**config.mk**
```make
export PLATFORM = sky130hd
export DESIGN_NAME = fir_out_requant_fifo
export DESIGN_NICKNAME = d
export VERILOG_FILES = /design/src/rtl/fir_pkg.sv /design/src/rtl/fir_sample_fifo.sv /design/src/rtl/fir_out_requant_fifo.sv
export SDC_FILE = /design/constraint.sdc
export NUM_CORES = 1
export LEC_CHECK = 0
export ABC_AREA = 1
export CAP_MARGIN = 20
export CELL_PAD_IN_SITES_DETAIL_PLACEMENT = 1
export CELL_PAD_IN_SITES_GLOBAL_PLACEMENT = 1
export CORE_MARGIN = 1
export CORE_UTILIZATION = 40
export CTS_CLUSTER_SIZE = 14
export DETAILED_ROUTE_END_ITERATION = 7
export PLACE_DENSITY = 0.83
export SLEW_MARGIN = 20
export SYNTH_ARGS = -nofsm -noshare
export SYNTH_HDL_FRONTEND = slang
export SYNTH_HIERARCHICAL = 1
export SYNTH_SLANG_ARGS = --single-unit
```
**constraint.sdc**
```tcl
create_clock -name clk -period 7.2 [get_ports clk]
set_clock_uncertainty 0.1 [all_clocks]
set_input_delay 0.72 -clock clk [delete_from_list [all_inputs] [get_ports clk]]
set_output_delay 0.72 -clock clk [all_outputs]
set_load 0.03 [all_outputs]
```
**src/rtl/fir_pkg.sv**
```systemverilog
// rtl/fir_pkg.sv - shared widths, schedule length and requantisation helper for FIR output stages
package fir_pkg;

  localparam int IN_W     = 33;
  localparam int OUT_W    = 16;
  localparam int IN_FRAC  = 31;
  localparam int OUT_FRAC = 15;
  localparam int PHASES   = 5;

  typedef struct packed {
    logic             sat;
    logic [OUT_W-1:0] q;
  } rq_t;

  // sfix33_En31 -> sfix16_En15: add half an output LSB, drop 16 bits, clamp.
  function automatic rq_t sat_round(input logic [IN_W-1:0] in33);
    logic signed [IN_W:0] t;
    logic signed [IN_W:0] q;
    rq_t r;
    t = $signed({in33[IN_W-1], in33}) + 34'sd32768;
    q = t >>> (IN_FRAC - OUT_FRAC);
    if (q > 34'sd32767) begin
      r.sat = 1'b1;
      r.q   = 16'h7fff;
    end else if (q < -34'sd32768) begin
      r.sat = 1'b1;
      r.q   = 16'h8000;
    end else begin
      r.sat = 1'b0;
      r.q   = q[OUT_W-1:0];
    end
    return r;
  endfunction

endpackage

```
**src/rtl/fir_sample_fifo.sv**
```systemverilog
// rtl/fir_sample_fifo.sv - show-ahead sample FIFO with pointer-derived full/empty
module fir_sample_fifo #(
  parameter int W     = 16,
  parameter int DEPTH = 4
) (
  input  logic         clk,
  input  logic         reset,
  input  logic         push,
  input  logic [W-1:0] push_data,
  input  logic         pop,
  output logic [W-1:0] head,
  output logic         full,
  output logic         empty
);

  localparam int AW = (DEPTH > 1) ? $clog2(DEPTH) : 1;

  logic [AW:0]  wr_ptr;
  logic [AW:0]  rd_ptr;
  logic [W-1:0] mem [DEPTH];
  logic [W-1:0] last;
  logic         do_pop;
  logic         do_push;

  assign empty   = (wr_ptr == rd_ptr);
  assign full    = (wr_ptr[AW] != rd_ptr[AW]) && (wr_ptr[AW-1:0] == rd_ptr[AW-1:0]);
  // A simultaneous pop frees the slot, so a push into a full FIFO still lands.
  assign do_pop  = pop && !empty;
  assign do_push = push && (!full || do_pop);

  // Empty FIFO keeps presenting the most recently popped word.
  assign head = empty ? last : mem[rd_ptr[AW-1:0]];

  // Pointer advance on accepted push/pop.
  always_ff @(posedge clk) begin
    if (!reset) begin
      wr_ptr <= '0;
      rd_ptr <= '0;
    end else begin
      if (do_push) wr_ptr <= wr_ptr + 1'b1;
      if (do_pop)  rd_ptr <= rd_ptr + 1'b1;
    end
  end

  // Storage write; contents need no reset since reads are gated by empty.
  always_ff @(posedge clk) begin
    if (do_push) mem[wr_ptr[AW-1:0]] <= push_data;
  end

  // Remember the word leaving the head so out_data holds it once empty.
  always_ff @(posedge clk) begin
    if (!reset)      last <= '0;
    else if (do_pop) last <= mem[rd_ptr[AW-1:0]];
  end

endmodule

```
**src/rtl/fir_out_requant_fifo.sv**
```systemverilog
// rtl/fir_out_requant_fifo.sv - tracks filter phase, requantises each new sample and buffers it
module fir_out_requant_fifo
  import fir_pkg::*;
#(
  parameter int PHASES     = fir_pkg::PHASES,
  parameter int FIFO_DEPTH = 4,
  parameter int SATCNT_W   = 8
) (
  input  logic                clk,
  input  logic                reset,
  input  logic                clk_enable,
  input  logic [IN_W-1:0]     filter_in_data,
  output logic [OUT_W-1:0]    out_data,
  output logic                out_valid,
  input  logic                out_ready,
  output logic                overflow,
  output logic [SATCNT_W-1:0] sat_count
);

  localparam logic [2:0] PH_LAST = 3'(PHASES - 1);

  logic [2:0] phase;
  logic       cap;
  logic       pop;
  logic       fifo_full;
  logic       fifo_empty;
  rq_t        rq;

  assign cap       = (phase == 3'd0) && clk_enable;
  assign rq        = sat_round(filter_in_data);
  assign out_valid = !fifo_empty;
  assign pop       = out_valid && out_ready;

  // Mirror of the filter's fold counter; the output register is stable in phase 0.
  always_ff @(posedge clk) begin
    if (!reset)              phase <= PH_LAST;
    else if (clk_enable) begin
      if (phase == PH_LAST)  phase <= 3'd0;
      else                   phase <= phase + 3'd1;
    end
  end

  // Sticky flag for a capture that found the FIFO full with no pop to make room.
  always_ff @(posedge clk) begin
    if (!reset)                            overflow <= 1'b0;
    else if (cap && fifo_full && !pop)     overflow <= 1'b1;
  end

  // Count clamped samples, saturating at all-ones.
  always_ff @(posedge clk) begin
    if (!reset)                                    sat_count <= '0;
    else if (cap && rq.sat && (sat_count != '1))   sat_count <= sat_count + 1'b1;
  end

  fir_sample_fifo #(
    .W     (OUT_W),
    .DEPTH (FIFO_DEPTH)
  ) u_fifo (
    .clk       (clk),
    .reset     (reset),
    .push      (cap),
    .push_data (rq.q),
    .pop       (pop),
    .head      (out_data),
    .full      (fifo_full),
    .empty     (fifo_empty)
  );

endmodule

```
# After elaboration in Yosys (flattened, before gate mapping)
# Memories as Yosys holds them, arrays and structs flattened. A register that Yosys moved wholly into a read port is not among the register bits.
# Index checks and enable logic that the tools add are counted.
# totals
ff_bits,34
ram_bits,64
out_inout_bits,26
word_cells,41
mem_count,1
# memory_table
name,depth,word_bits,read_ports,rd_ports_with_merged_regs,wr,line_no,text
u_fifo.mem,4,16,1,1,1,fir_sample_fifo.sv:20,logic [W-1:0] mem [DEPTH];
# op_classes
addsub,5
order_cmp,2
n_eq_ne,5
mux,8
n_reduce_logical,14
# ops
operator,n
adder 33 x 17 -> 34 bit (second input constant),1
2-to-1 mux 17 bit,2
greater-than comparator 18 x 16 -> 1 bit (second input constant),1
< comparator 18 x 16 -> 1 bit (second input constant),1
2-to-1 mux 16 bit,1
adder 3 x 1 -> 3 bit (second input constant),3
logical AND 1 bit,9
adder 8 x 1 -> 8 bit (second input constant),1
!= test 8 bit (second input constant),1
2-to-1 mux 2 bit,2
== test 3 bit,1
== test 3 bit (second input constant),1
logical NOT 1 bit,3
logical NOT 3 bit,1
2-to-1 mux 3 bit,1
== test 2 bit,1
2-to-1 mux 1 bit,2
logical OR 1 bit,1
!= test 1 bit,1

# Logic depth before layout (Yosys ltp)
# logic_depth
ltp_word,8
mapped_depth,16
depth_no_buf,14

# By module
# Netlist, hierarchy kept.
# by_module_without_submodules
mod,instances,cells_per_inst,area_per_inst_um2
fir_sample_fifo,1,373,3693.5
fir_out_requant_fifo,1,181,1186.1

# Worst setup path after synthesis
# No wires, ideal clock.
# synth_timing
path_type,register to register
startpoint,register u_fifo.wr_ptr[0]
endpoint,memory u_fifo.mem[0][0] (enable)
setup_ns,0.389
t_arrival_ns,2.422
required_ns,6.711
setup_slack_ns,4.290
stages_incl_launch_ff,14
path_buffers,1
period_less_slack_ns,2.910
path_cell_list,dfxtp_1 -> inv_1 -> nand2_1 -> nand2_2 -> nand3_4 -> inv_2 -> buf_2 -> inv_1 -> nand2_1 -> inv_1 -> inv_1 -> nand4_1 -> nand2_1 -> nor2_1
# synth_between
elab_chain_len,8
elab_cells_between_ends,11
classes_between,eq/ne: 2; mux: 2; reduce/logical: 7
# synth_rtl
item,line_no,text
start: declaration,fir_sample_fifo.sv:18,logic [AW:0] wr_ptr;
start signal: assignment,fir_sample_fifo.sv:40,if (do_push) wr_ptr <= wr_ptr + 1'b1;
== test 3 bit,fir_sample_fifo.sv:25,assign empty = (wr_ptr == rd_ptr);
named net fifo_empty,fir_out_requant_fifo.sv:26,logic fifo_empty;
logical NOT 1 bit,fir_out_requant_fifo.sv:31,assign out_valid = !fifo_empty;
named net out_valid,fir_out_requant_fifo.sv:14,"output logic out_valid,"
logical AND 1 bit,fir_out_requant_fifo.sv:32,assign pop = out_valid && out_ready;
named net pop,fir_out_requant_fifo.sv:24,logic pop;
logical AND 1 bit,fir_sample_fifo.sv:28,assign do_pop = pop && !empty;
logical OR 1 bit,fir_sample_fifo.sv:29,assign do_push = push && (!full || do_pop);
logical AND 1 bit,fir_sample_fifo.sv:29,
2-to-1 mux 1 bit,fir_sample_fifo.sv:47,if (do_push) mem[wr_ptr[AW-1:0]] <= push_data;
2-to-1 mux 1 bit (implied by the code),fir_sample_fifo.sv:47,
end: declaration,fir_sample_fifo.sv:20,
# The timed path passes the listed nets, and every way through them passes these cells.

==> metrics.md <==
| Metric | Value |
|---|---|
| Clock H-tree levels | 3 |
| Max-slew violation count | 0 |
| Post-layout min period | 3880 ps |
| Post-synthesis mux area share | 0 |
| Cells after synthesis | 554 |
| Outcome | completed |
| Unrepaired setup endpoints after global routing | false |
| Post-CTS setup buffers | 0 |
| Largest net degree at the start of global routing | 35 |
| Area leader, netlist | edfxtp_1 |
| Worst Hold Class | reg2reg |
| Grt ovf | 0 |
| Max Cap Viol | 0 |
| LEAKAGE | 2.19 nW |
| Max Clock Freq | 258 MHz |
| Crit-path max cell delay | 850 ps |
| Worst-path cell chain | inv_1 > nand2_1 > nand3_1 > nand2_1 > o21ai_0 > clkdlybuf4s50_1 |
| Least-Margin Pin Slew | 1030 ps |
| Post-Synth XOR/XNOR Area | 0.0356 |
| Drt wl/cell | 15.7 um |
| GPL Wtd Cong | 0.813 |
| Synth unique cells | 38 |
| Total core area | 11700 um^2 |
| Row count | 39 |
| FF+latch count, synth | 100 |
| Via count | 3849 |
| Adder-Cell Fraction of Synth Area | 0.0231 |
| Clk_lat worst skew | 350 ps |
| Largest family of logic cells by synthesized area | simple AND/OR/NAND/NOR gates |
| # setup viols final | 0 |
| Synth warn | 6 |
| CP Launch Type | flip-flop |
| Die area | 12600 um^2 |
| Area growth from synthesis to layout | 17.2% |
| Crit end category | output pin |
| Fin Setup TNS | 0 ps |
| Critical path type | reg2out |
| Sequential area share after synthesis | 0.542 |
| Post-DRT Antenna Nets | 0 |
| Hold Slack | 383 ps |
| Cts repair resizes | 0 |
| Io pins | 63 |
| Die H | 112 um |
| Share of cells above drive strength 1 | 0.106 |
| CTS tree | built |
| Crit path top cell by count | nand2_1 |
| Metal2 WL | 5.84 mm |
| Number of DRC markers in iteration 0 | 173 |
| Synth Cell Area | 4880 um^2 |
| Crit-path slowest cell | inv_1 |
| Worst-path clk slew | 70 ps |
| Final Hold Viols | 0 |
| Number of global-route vias before repair | 3890 |
| Final Cycle Share | 0.539 |
| Max transition margin | 0.312 |
| Detailed Routing Iterations Pass 1 | 4 |
| All-Layer GR Usage | 0.194 |
| Metal-1 WL | 5.19 mm |
| Number of buffers created by CTS | 9 |
| Die Wd | 112 um |
| Synth Area in Compound Gates | 0.0521 |
| Syn_nets | 600 |
| Initial core utilization | 0.418 |
| Vias per inst | 5.20 |
| Initial antenna violation count | 0 |
| Final net count | 638 |
| Final HPWL from detailed placement | 7.97 mm |
| First-pass GRT wire length | 19.1 mm |
| Synth top area share | 0.394 |
| Power per cell area | 214 nW/um^2 |
| CP required | 6380 ps |
| Hold-fix buffers at CTS | 0 |
| Root Buffer | clkbuf_16 |
| Ant. Diodes | 0 |
| Highest metal used | met4 |
| Met3 routed WL | 394 um |
| Worst-path fanout max | 33 |
| Ranking of synthesized cells by area | edfxtp_1 39%, dfxtp_1 15%, nand2_1 13%, nand3_1 5.8%, nor2_1 4.2% |
| Arrival @ worst endpoint | 3060 ps |
| Peak supply drop | 0.114 mV |
| Final wirelength | 11.6 mm |
| Simple-gate share of the synthesized area | 0.298 |
| # DRC | 0 |
| Clock sink total | 100 |
| Clock Path Buffers | 2 |
| PortBufs | 47 |
| Synthesized area per cell | 8.81 um^2 |
==> placed cells by master, fill, tap and decap left out, types with 2 or more instances in the layout <==
cell type,n
a21oi_1,15
clkbuf_16,10
clkdlybuf4s50_1,47
clkinv_2,2
clkinv_4,2
dfxtp_1,35
edfxtp_1,64
ha_1,9
inv_1,26
inv_2,5
inv_6,2
nand2_1,174
nand2_2,19
nand2_4,3
nand3_1,57
nand4_1,4
nor2_1,50
nor2_2,8
nor2_4,3
nor3_1,2
o21ai_0,14
o21ai_1,12
or2_2,2
xnor2_1,4
xor2_1,14
==> through the flow <==
stage          cell area [um^2]  utilization  cells  worst slack (ps)  power, mW
2_1_floorplan              4880            -    554              4290      0.713
3_3_place_gp               5420        0.465    724              3350      0.753
3_5_place_dp               5420        0.465    724              3160      0.760
4_1_cts                    5720        0.490    740              2740       1.23
5_1_grt                    5720        0.490    740              3120       1.26
6_report                   5720        0.490    740              3320       1.22
==> critical path: cells and delay by family (launching register included) <==
kind / cells / cell delay (ps)
buffers and inverters: 2 / 1540
and+or+nand+nor: 3 / 440
AOI/OAI and AO/OA: 1 / 190
DFF: 1 / 540
==> layout make-up <==
type                       instances  area [um^2]
clock buffer                      10          250
inverter                          33          126
multi-input combinational        401         2000
timing repair buffer              47          470
clock inverter                     6         45.0
sequential                       100         2640
tap                              143          179
fill                            1361         5940
==> Yosys cell counts (all sizes together) <==
| library cell | count |
|---|---|
| nand3 | 59 |
| nand2 | 197 |
| clkinv | 1 |
| ha | 9 |
| dfxtp | 36 |
| xnor2 | 5 |
| or2 | 2 |
| a211oi | 1 |
| edfxtp | 64 |
| clkbuf | 3 |
| a31oi | 2 |
| o211ai | 1 |
| inv | 32 |
| a21oi | 15 |
| nor3 | 2 |
| nor4 | 1 |
| nand4 | 4 |
| buf | 17 |
| o21ai | 26 |
| o21bai | 1 |
| xor2 | 14 |
| nor2 | 61 |
| a21boi | 1 |
==> report_power, final <==
part | total (mW) | switching [mW] | internal (mW) | leakage, nW
clock | 0.476 | 0.218 | 0.258 | 0.148
combinational | 0.121 | 0.0790 | 0.0417 | 1.18
sequential | 0.627 | 0.00516 | 0.622 | 0.864
total | 1.22 | 0.302 | 0.921 | 2.19
==> logic make-up after synthesis <==
logic type	Yosys count
flip-flops	100
XOR/XNOR	19
AO/OA/AOI/OAI	47
buffers and inverters	53
AND/OR/NAND/NOR	326
adder cells (fa/ha/maj)	9
==> state kept, by name, summed over array words and instances, names as in the netlist, named ones only <==
register / cells
u_fifo/mem: 64
phase: 3
sat_count: 8
u_fifo/rd_ptr: 3
u_fifo/last: 16
overflow: 1
u_fifo/wr_ptr: 3
==> layer usage <==
| layer | vias up | GRT usage |
|---|---|---|
| met5 | - | 0 |
| met4 | 0 | 0.0738 |
| met3 | 14 | 0.0329 |
| met2 | 77 | 0.346 |
| met1 | 1863 | 0.235 |
| li1 | 1895 | - |
==> worst paths after layout <==
kind / startpoint / end / slack [ps] / depth (start not counted)
setup / recovery: flip-flop / out_data[5] / 3320 / 6
hold / removal: overflow / overflow / 380 / 2
setup reg to reg: u_fifo/wr_ptr[0] / u_fifo/mem[2][3] / 3980 / 12
hold reg to reg: overflow / overflow / 380 / 2
Power figures use the tool's default switching activity.
